`src/rtl/t2mi_timestamp_tx_pkg.sv`:
```
// T2-MI timestamp transmitter: shared constants, state encoding.
// Imported as t2mi_pkg by the transmitter and the CRC byte engine.
package t2mi_pkg;

    localparam logic [7:0]  T2MI_PKT_TIMESTAMP = 8'h20;
    localparam int          T2MI_HDR_LEN       = 6;
    localparam int          TS_PAYLOAD_LEN     = 11;
    localparam int          T2MI_CRC_LEN       = 4;
    localparam logic [15:0] TS_PAYLOAD_BITS    = 16'd88;
    localparam logic [31:0] CRC32_POLY         = 32'h04C1_1DB7;
    localparam logic [31:0] CRC32_INIT         = 32'hFFFF_FFFF;

    typedef enum logic [1:0] {
        TX_IDLE = 2'd0,
        TX_HDR  = 2'd1,
        TX_PAY  = 2'd2,
        TX_CRC  = 2'd3
    } tx_state_t;

endpackage

```
`src/rtl/t2mi_timestamp_tx_if.sv`:
```
// Byte-wide T2-MI stream with valid/ready handshake and packet delimiters.
interface t2mi_timestamp_tx_if;

    logic [7:0] data;
    logic       valid;
    logic       ready;
    logic       sop;
    logic       eop;

    modport master (
        output data,
        output valid,
        output sop,
        output eop,
        input  ready
    );

    modport slave (
        input  data,
        input  valid,
        input  sop,
        input  eop,
        output ready
    );

endinterface

```
`src/rtl/t2mi_crc32_byte.sv`:
```
// One-byte CRC-32/MPEG-2 step, MSB first, no reflection.
module t2mi_crc32_byte
    import t2mi_pkg::*;
(
    input  logic [31:0] crc,
    input  logic [7:0]  data,
    output logic [31:0] next_crc
);

    always_comb begin
        next_crc = crc;
        for (int i = 7; i >= 0; i--) begin
            if (next_crc[31] ^ data[i])
                next_crc = {next_crc[30:0], 1'b0} ^ CRC32_POLY;
            else
                next_crc = {next_crc[30:0], 1'b0};
        end
    end

endmodule

```
`src/rtl/t2mi_timestamp_tx.sv`:
```
// T2-MI timestamp packet (type 0x20) builder/serialiser with CRC-32 trailer.
// Optional T2MI_TX_STATS_EN builds saturating sent/overrun counters.
module t2mi_timestamp_tx
    import t2mi_pkg::*;
#(
    parameter logic [7:0]  PKT_TYPE     = T2MI_PKT_TIMESTAMP,
    parameter logic [15:0] PAYLOAD_BITS = TS_PAYLOAD_BITS
) (
    input  logic                clk,
    input  logic                rst,
    input  logic                ts_valid,
    input  logic [39:0]         seconds_since_2000,
    input  logic [26:0]         subseconds,
    input  logic [12:0]         utco,
    input  logic [3:0]          bw,
    input  logic [3:0]          superframe_idx,
    t2mi_timestamp_tx_if.master t2mi,
    output logic                busy,
    output logic                overrun,
    output logic [15:0]         pkt_sent_cnt,
    output logic [15:0]         overrun_cnt
);

    localparam logic [1:0] S_IDLE = TX_IDLE;
    localparam logic [1:0] S_HDR  = TX_HDR;
    localparam logic [1:0] S_PAY  = TX_PAY;
    localparam logic [1:0] S_CRC  = TX_CRC;

    localparam logic [4:0] HDR_LAST = 5'(T2MI_HDR_LEN - 1);
    localparam logic [4:0] PAY_LAST = 5'(T2MI_HDR_LEN + TS_PAYLOAD_LEN - 1);
    localparam logic [4:0] CRC_LAST =
        5'(T2MI_HDR_LEN + TS_PAYLOAD_LEN + T2MI_CRC_LEN - 1);

    logic [1:0]  state;
    logic [4:0]  byte_idx;
    logic [39:0] sec_q;
    logic [26:0] sub_q;
    logic [12:0] utco_q;
    logic [3:0]  bw_q;
    logic [3:0]  sf_q;
    logic [7:0]  pkt_cnt;
    logic [31:0] crc_q;
    logic [31:0] crc_nxt;
    logic [7:0]  tx_data;
    logic [1:0]  crc_sel;
    logic [0:16][7:0] frame;
    logic        accept;
    logic        last;
    logic        capture;
    logic        ovr_ev;

    assign accept  = t2mi.valid && t2mi.ready;
    assign last    = accept && (state == S_CRC) && (byte_idx == CRC_LAST);
    assign capture = ts_valid && ((state == S_IDLE) || last);
    assign ovr_ev  = ts_valid && busy && !last;

    assign busy       = (state != S_IDLE);
    assign t2mi.valid = busy;
    assign t2mi.sop   = (state == S_HDR) && (byte_idx == 5'd0);
    assign t2mi.eop   = (state == S_CRC) && (byte_idx == CRC_LAST);
    assign t2mi.data  = tx_data;

    // idx 17..20 -> CRC byte 0..3 via two-bit wrap of idx-1
    assign crc_sel = byte_idx[1:0] - 2'd1;

    always_comb begin
        frame = {PKT_TYPE, pkt_cnt, sf_q, 4'h0, 8'h00, PAYLOAD_BITS,
                 4'h0, bw_q, sec_q, sub_q, utco_q};
        tx_data = 8'h00;
        unique case (state)
            S_HDR, S_PAY: tx_data = frame[byte_idx];
            S_CRC: begin
                unique case (crc_sel)
                    2'd0: tx_data = crc_q[31:24];
                    2'd1: tx_data = crc_q[23:16];
                    2'd2: tx_data = crc_q[15:8];
                    2'd3: tx_data = crc_q[7:0];
                endcase
            end
            default: tx_data = 8'h00;
        endcase
    end

    t2mi_crc32_byte u_crc (
        .crc      (crc_q),
        .data     (tx_data),
        .next_crc (crc_nxt)
    );

    always_ff @(posedge clk) begin
        if (rst) begin
            state    <= S_IDLE;
            byte_idx <= '0;
            sec_q    <= '0;
            sub_q    <= '0;
            utco_q   <= '0;
            bw_q     <= '0;
            sf_q     <= '0;
            pkt_cnt  <= '0;
            crc_q    <= CRC32_INIT;
            overrun  <= 1'b0;
        end else begin
            overrun <= ovr_ev;
            if (last)
                pkt_cnt <= pkt_cnt + 8'd1;
            if (capture) begin
                state    <= S_HDR;
                byte_idx <= '0;
                crc_q    <= CRC32_INIT;
                sec_q    <= seconds_since_2000;
                sub_q    <= subseconds;
                utco_q   <= utco;
                bw_q     <= bw;
                sf_q     <= superframe_idx;
            end else begin
                unique case (state)
                    S_IDLE: crc_q <= CRC32_INIT;
                    S_HDR: if (accept) begin
                        byte_idx <= byte_idx + 5'd1;
                        crc_q    <= crc_nxt;
                        if (byte_idx == HDR_LAST)
                            state <= S_PAY;
                    end
                    S_PAY: if (accept) begin
                        byte_idx <= byte_idx + 5'd1;
                        crc_q    <= crc_nxt;
                        if (byte_idx == PAY_LAST)
                            state <= S_CRC;
                    end
                    S_CRC: if (accept) begin
                        if (byte_idx == CRC_LAST) begin
                            state    <= S_IDLE;
                            byte_idx <= '0;
                        end else begin
                            byte_idx <= byte_idx + 5'd1;
                        end
                    end
                endcase
            end
        end
    end

`ifdef T2MI_TX_STATS_EN
    logic [15:0] sent_q;
    logic [15:0] ovr_q;

    always_ff @(posedge clk) begin
        if (rst) begin
            sent_q <= '0;
            ovr_q  <= '0;
        end else begin
            if (last && (sent_q != 16'hFFFF))
                sent_q <= sent_q + 16'd1;
            if (ovr_ev && (ovr_q != 16'hFFFF))
                ovr_q <= ovr_q + 16'd1;
        end
    end

    assign pkt_sent_cnt = sent_q;
    assign overrun_cnt  = ovr_q;
`else
    assign pkt_sent_cnt = 16'd0;
    assign overrun_cnt  = 16'd0;
`endif

endmodule

```
`src/flat_wrapper.sv`:
```
// flat-port wrapper written by rule: the top's interface ports become plain ports
module t2mi_timestamp_tx_flat import t2mi_pkg::*;
#(
    parameter logic [7:0]  PKT_TYPE     = T2MI_PKT_TIMESTAMP,
    parameter logic [15:0] PAYLOAD_BITS = TS_PAYLOAD_BITS
)
  (clk, rst, ts_valid, seconds_since_2000, subseconds, utco, bw, superframe_idx, busy, overrun, pkt_sent_cnt, overrun_cnt, t2mi_data, t2mi_valid, t2mi_sop, t2mi_eop, t2mi_ready);
  t2mi_timestamp_tx_if t2mi_i ();
  input  logic clk;
  input  logic rst;
  input  logic ts_valid;
  input  logic [39:0] seconds_since_2000;
  input  logic [26:0] subseconds;
  input  logic [12:0] utco;
  input  logic [3:0] bw;
  input  logic [3:0] superframe_idx;
  output logic busy;
  output logic overrun;
  output logic [15:0] pkt_sent_cnt;
  output logic [15:0] overrun_cnt;
  output wire logic [$bits(t2mi_i.data)-1:0] t2mi_data;
  output wire logic [$bits(t2mi_i.valid)-1:0] t2mi_valid;
  output wire logic [$bits(t2mi_i.sop)-1:0] t2mi_sop;
  output wire logic [$bits(t2mi_i.eop)-1:0] t2mi_eop;
  input wire logic [$bits(t2mi_i.ready)-1:0] t2mi_ready;
  assign t2mi_data = t2mi_i.data;
  assign t2mi_valid = t2mi_i.valid;
  assign t2mi_sop = t2mi_i.sop;
  assign t2mi_eop = t2mi_i.eop;
  assign t2mi_i.ready = t2mi_ready;
  t2mi_timestamp_tx #(.PKT_TYPE(PKT_TYPE), .PAYLOAD_BITS(PAYLOAD_BITS)) u_core (.clk(clk), .rst(rst), .ts_valid(ts_valid), .seconds_since_2000(seconds_since_2000), .subseconds(subseconds), .utco(utco), .bw(bw), .superframe_idx(superframe_idx), .t2mi(t2mi_i), .busy(busy), .overrun(overrun), .pkt_sent_cnt(pkt_sent_cnt), .overrun_cnt(overrun_cnt));
endmodule
```
`config.mk`:
```
export PLATFORM = sky130hd
export DESIGN_NAME = t2mi_timestamp_tx_flat
export DESIGN_NICKNAME = d
export VERILOG_FILES = /design/src/rtl/t2mi_timestamp_tx_pkg.sv /design/src/rtl/t2mi_timestamp_tx_if.sv /design/src/rtl/t2mi_crc32_byte.sv /design/src/rtl/t2mi_timestamp_tx.sv /design/src/flat_wrapper.sv
export SDC_FILE = /design/constraint.sdc
export NUM_CORES = 1
export LEC_CHECK = 0
export ABC_AREA = 0
export CORE_ASPECT_RATIO = 1.2
export CORE_MARGIN = 2
export CORE_UTILIZATION = 48
export DETAILED_ROUTE_END_ITERATION = 12
export PLACE_DENSITY = 0.8
export SLEW_MARGIN = 15
export SYNTH_ARGS = -nofsm -noshare
export SYNTH_HDL_FRONTEND = slang
export SYNTH_HIERARCHICAL = 1
export SYNTH_SLANG_ARGS = --single-unit
```
`constraint.sdc`:
```
create_clock -name clk -period 3.45 [get_ports clk]
set_input_delay 1.035 -clock clk [delete_from_list [all_inputs] [get_ports clk]]
set_output_delay 1.035 -clock clk [all_outputs]
set_load 0.01 [all_outputs]
```
* Yosys cells after proc, flatten, opt, wreduce, memory -nomap -nowiden
Cells that the tools add are included.
Cells by class: muxes and demuxes 27, order comparisons 1, add/subtract/negate cells 3, equal/unequal tests 22, reduce and logical (&&, ||, !) cells 24, bitwise operators 17
Operator list (count):
- $mux 27 | 8
- $not 14->14 | 8
- $pmux 32 s2 | 1
- $bmux 8 s5 | 1
- $mux 32 | 1
- $pmux 8 s4 | 1
- $mux 8 | 2
- $pmux 8 s2 | 1
- $mux 5 | 3
- $reduce_and 7->1 | 2
- $mux 2 | 6
- $ne 3x1->1 const B | 4
- $eq 5x5->1 const B | 2
- $ne 2x1->1 const B | 5
- $pmux 5 s2 | 1
- $add 8x1->8 const B | 1
- $eq 2x2->1 const B | 4
- $logic_and 1x1->1 | 8
- $xor 1x1->1 | 8
- $ge 6x6->1 const B | 1
- $ne 3x2->1 const B | 2
- $not 5->6 | 1
- $pmux 2 s3 | 1
- $reduce_bool 2->1 | 3
- other kinds (15) | 19
Storage, ports and cells: input bits 92, output and inout port bits 45, flip-flop bits (word level) 136

* Longest topological paths before layout
depth in word-level cells 23, gate-level depth with buffers 16, depth with buffers taken out 11

* By module
The synthesis kept the hierarchy.
Modules (own cells, without submodules):
- t2mi_timestamp_tx | area each 6535.0 µm², times used 1, seq. area each 2722.6 µm², cells each 788
- t2mi_crc32_byte | area each 989.7 µm², times used 1, seq. area each 0.0 µm², cells each 63

* Worst setup path before layout
No wires, ideal clock.
kind reg-to-reg, start reg u_core.byte_idx[1], end reg u_core.crc_q[5], data arrival time 3.779 ns, period minus slack after synthesis 3.909 ns, setup slack -0.459 ns, setup time 0.129 ns, cell stages (with the launch flop) 16, cell sequence dfxtp_1 buf_4 buf_6 buf_4 inv_1 ha_1 buf_2 a22oi_1 a221oi_1 a2111oi_0 a211oi_1 xnor2_4 xor3_2 xnor3_1 o22ai_1 nand2_1
Between the ends: word-level cells in the longest chain between the ends 18
RTL lines:
- start, declared | line t2mi_timestamp_tx.sv:35 | logic [4:0] byte_idx;
- start signal, assigned | line t2mi_timestamp_tx.sv:119 | byte_idx <= byte_idx + 5'd1;
- start signal, assigned | line t2mi_timestamp_tx.sv:125 | byte_idx <= byte_idx + 5'd1;
- start signal, assigned | line t2mi_timestamp_tx.sv:135 | byte_idx <= byte_idx + 5'd1;
- $not 5->6 (implied by the code) | line t2mi_timestamp_tx.sv:71 | S_HDR, S_PAY: tx_data = frame[byte_idx];
- $bmux 8 s5 | line t2mi_timestamp_tx.sv:71
- $mux 8 (implied by the code) (2 in a row) | line t2mi_timestamp_tx.sv:71
- $pmux 8 s2 (*) | line t2mi_timestamp_tx.sv:70 | unique case (state)
- net t2mi_data[5] | line flat_wrapper.sv:21 | output wire logic [$bits(t2mi_i.data)-1:0] t2mi_data;
- $xor 1x1->1 (*) | line t2mi_crc32_byte.sv:13 | if (next_crc[31] ^ data[i])
- $mux 27 (*) | line t2mi_crc32_byte.sv:13
- $not 14->14 (no source line)
- [2 not listed]
- $mux 27 (*) (2 in a row) | line t2mi_crc32_byte.sv:13
- $not 14->14 (no source line)
- $mux 27 (*) | line t2mi_crc32_byte.sv:13
- $not 14->14 (no source line)
- $mux 27 (*) | line t2mi_crc32_byte.sv:13
- net u_core.crc_nxt[5] | line t2mi_timestamp_tx.sv:43 | logic [31:0] crc_nxt;
- $mux 32 (*) | line t2mi_timestamp_tx.sv:118, t2mi_timestamp_tx.sv:124
- $pmux 32 s2 (*) | line t2mi_timestamp_tx.sv:116 | unique case (state)
- end signal, assigned | line t2mi_timestamp_tx.sv:120 | crc_q <= crc_nxt;
- end signal, assigned | line t2mi_timestamp_tx.sv:126 | crc_q <= crc_nxt;
- end, declared | line t2mi_timestamp_tx.sv:42 | logic [31:0] crc_q;
The timed path passes the listed nets; every way through them passes the cells marked *. The select of a mux whose other input is x is not followed. A chain may end at the register's enable or synchronous reset.

* Worst setup path after layout
start reg u_core.byte_idx[1], end out t2mi_data[0]
Between the ends: word-level cells in the longest chain between the ends 5
RTL lines (line):
- $not 5->6 (implied by the code) | t2mi_timestamp_tx.sv:71
- $bmux 8 s5 | t2mi_timestamp_tx.sv:71
- $mux 8 (implied by the code) (2 in a row) | t2mi_timestamp_tx.sv:71
- $pmux 8 s2 (*) | t2mi_timestamp_tx.sv:70
- end, declared | flat_wrapper.sv:21
Mark *: on every way between the ends. The rest lies on a longest branch, timed or not. The select of a mux whose other input is x is not followed.

==> metrics.txt <==
layout cells sized above 1 19.36%; initial core utilization between 40 and 50%; DR pass1 iterations 5; Post-synth EDFFs 0; Post-Layout Cell Count ~1200; HPWL Detailed roughly 14000 um; dpl cells between 1000 and 1500; Synth Warn # 6; R2R Path Start u_core/byte_idx[1]; routability cong. slightly below 0.9; cell row count 50; final hold vios 0; Iter 0 DRT Violations slightly below 500; Max Slew Vio Count 0; CTS tree yes; combinational group share of total power around a quarter; Worst EP arrival ~2.4 ns; Final ANT Viol Nets 0; P_sw ~1.5 mW; Slew @ Worst Pin between 0.7 and 0.8 ns; vias in the first global route roughly 6600; Die ar. approximately 17000 um2; Die Height 141.2 um; Pint approximately 3.5 mW; clock net sink count 136; Critical Path Source u_core/byte_idx[1]; core area between 15000 and 20000 um2; first-pass GRT wire length 32240 um; H-tree depth 4; P per Cell Area approximately 500 nW/um2; initial antenna violation count 0; final period utilization ~99%; post-synth cell types between 60 and 70; CTS clk-pin slew, worst paths 0.06 ns; Pleak about 4.0 nW; Final min period ~3.4 ns; Reg power frac between 30 and 40%; Tot GR Track Use roughly 25%; Main synth FF type dfxtp_1; fin nets ~1100; Critical Path RT about 2.4 ns; max-cap violation count 0; post-layout util between 60% and 70%; Netlist Area Pre-Place 7525 um2; Switching Fraction between 30% and 40%; Vias per Instance around 5.5; insertion delay to the later sink of the worst-skew pair 0.43 ns; Worst Setup Path Type reg2out; IO Port Bufs around 100; clock root buffer clkbuf_16; per-cell routed wire length about 17 um; DRT Wirelength between 20000 and 25000 um; Final Cell Area about 10000 um2; FF+latch count, synth about 140; sequential fraction of the synthesis area about 36%; asr flop ratio synth 0%; RSZ-0062 raised after global routing true; DIE WIDTH 118.3 um; top cell type's share of synthesized area a little over a third; TritonCTS buffer count 17; GRT overflow 0; largest net degree at the start of global routing 82; detailed-route via count ~6600; I/O pin total between 100 and 150; Peak VDD IR 0.3300 mV; HP Class reg2reg; hold_sp u_core/utco_q[10]; synthesized instance count 851; Final Skew slightly below 0.009 ns; CP Launch Type flip-flop; FF-to-FF path depth 13; Placed Area between 8000 and 9000 um2; Ant. Diodes 0; Clk pwr share between 30% and 40%; DRC Markers 0; run status complete, no violations; CTS max path bufs 2; setup violators final 0; worst hold slack 0.4537 ns; CP endpoint kind output pin; Total Power about 5.0 mW; maximum fanout along the worst path 8; Yosys top cell by area dfxtp_1; max frequency between 0.2 and 0.3 GHz; WHS Path Cells 2; Avg Synthesized Cell Area roughly 8.8 um2; largest cells by area after synthesis dfxtp_1 36%, nand2_1 11%, a21oi_1 6.5%, mux4_2 4.2%, xnor2_1 3.8%; max_slew headroom 49.98%; Area growth syn-to-layout 33.31%
## state kept, by name, indices dropped and copies added (netlist names)
name             cells
u_core/utco_q       13
u_core/sec_q        40
u_core/byte_idx      5
u_core/pkt_cnt       8
u_core/bw_q          4
u_core/sf_q          4
u_core/sub_q        27
u_core/state         2
u_core/crc_q        32
u_core/overrun       1
## logic make-up after synthesis
family	count (synthesis)	share of synthesized area, %
compound gates	184	14.95
xor+xnor	70	14.03
fa+ha+maj	11	1.829
buf+inv	110	7.881
flops	136	36.18
mux	41	7.865
other cells	1	0.04984
simple gates	298	17.21
## worst max-delay path, cell delays in order, from the launching register on
cell	delay [ns]
dfxtp_4	0.37
buf_12	0.13
mux4_2	0.52
mux2_4	0.31
a221oi_4	0.28
o21ai_2	0.12
clkdlybuf4s15_2	0.23
## cell type report
class | instances | area [um2]
clock buffers | 18 | 429.2
clock inverters | 14 | 186.4
fillers | 1176 | 5421
inverters | 17 | 67.56
multi-input cells | 636 | 4717
flip-flops and latches | 136 | 2728
well taps | 208 | 260.3
repair buffers | 176 | 1643
## worst paths after layout
path / endpoint / slack (ns)
max reg2reg: u_core/crc_q[10] / 0.05
min: u_core/utco_q[10] / 0.45
max: t2mi_data[0] / 0.02
min reg2reg: u_core/utco_q[10] / 0.45
## cells in the mapped netlist, types with 6 or more instances
master      n
nand3_1    13
buf_4      37
a21oi_1    97
dfxtp_1   136
xor2_1      7
xnor3_1     7
o21ai_0    11
clkbuf_1   37
inv_1      17
xnor2_4     8
ha_1       11
a22o_1      6
mux2i_1    22
a221oi_1    7
o22ai_1    18
nor2_1     19
buf_2      14
nor2b_1     7
a21o_1      9
nand2_1   228
xor3_1      8
mux4_2     14
xnor2_1    33
## routing by layer
metal	global-route usage (%)	vias up	part of all wire, %
met5	0	-	0
met4	15.79	0	5.4
met3	5.421	78	6.5
met2	41.95	287	51
met1	27.70	3097	37
li1	-	3116	-
## layout by cell type, fill, tap and decap left out, types with 4 or more instances in the layout
master | netlist | layout
a22o_1 | 6 | 5
conb_1 | 1 | 32
clkinv_4 | 0 | 4
buf_4 | 37 | 63
a22oi_2 | 0 | 5
a21o_1 | 9 | 9
ha_4 | 0 | 4
buf_12 | 0 | 7
mux2i_1 | 22 | 22
o21ai_0 | 11 | 9
clkbuf_16 | 0 | 17
a221oi_4 | 0 | 6
buf_2 | 14 | 4
xor3_1 | 8 | 8
nand2b_1 | 5 | 5
xnor2_4 | 8 | 8
nand3_1 | 13 | 13
o22ai_1 | 18 | 18
a21oi_1 | 97 | 94
nor2b_1 | 7 | 5
nor2_1 | 19 | 19
a222oi_1 | 5 | 5
o21ai_2 | 1 | 4
dfxtp_1 | 136 | 134
nand2_1 | 228 | 228
xnor3_1 | 7 | 7
inv_1 | 17 | 16
mux4_2 | 14 | 14
xnor2_1 | 33 | 33
nor3_1 | 4 | 4
xor2_1 | 7 | 7
ha_1 | 11 | 7
clkdlybuf4s50_1 | 0 | 95
## power by group through the flow
stage,logic (mW),clock network [mW],registers [mW]
final,1.31,1.90,1.79
after detailed placement,1.22,0,1.81
after global routing,1.40,2.00,1.80
after floorplan,0.848,0,1.78
after global placement,1.20,0,1.81
after CTS,1.26,1.91,1.78
## timing repair
action | in CTS | in global routing
setup buffers | 18 | 2
endpoints found under the setup margin | 20 | 13
resized for setup | 62 | 24
pin swaps | 17 | 17
hold buffers | 0 | 0
## stage by stage
stage,setup slack [ns],TNS (ns)
2_1_floorplan,0.01953,0
3_3_place_gp,-0.03836,-0.07383
3_5_place_dp,-0.1233,-0.2098
4_1_cts,-0.003269,-0.003269
5_1_grt,-0.03832,-0.1228
6_report,0.02313,0
Note: power is estimated with default switching activity, not from simulation.
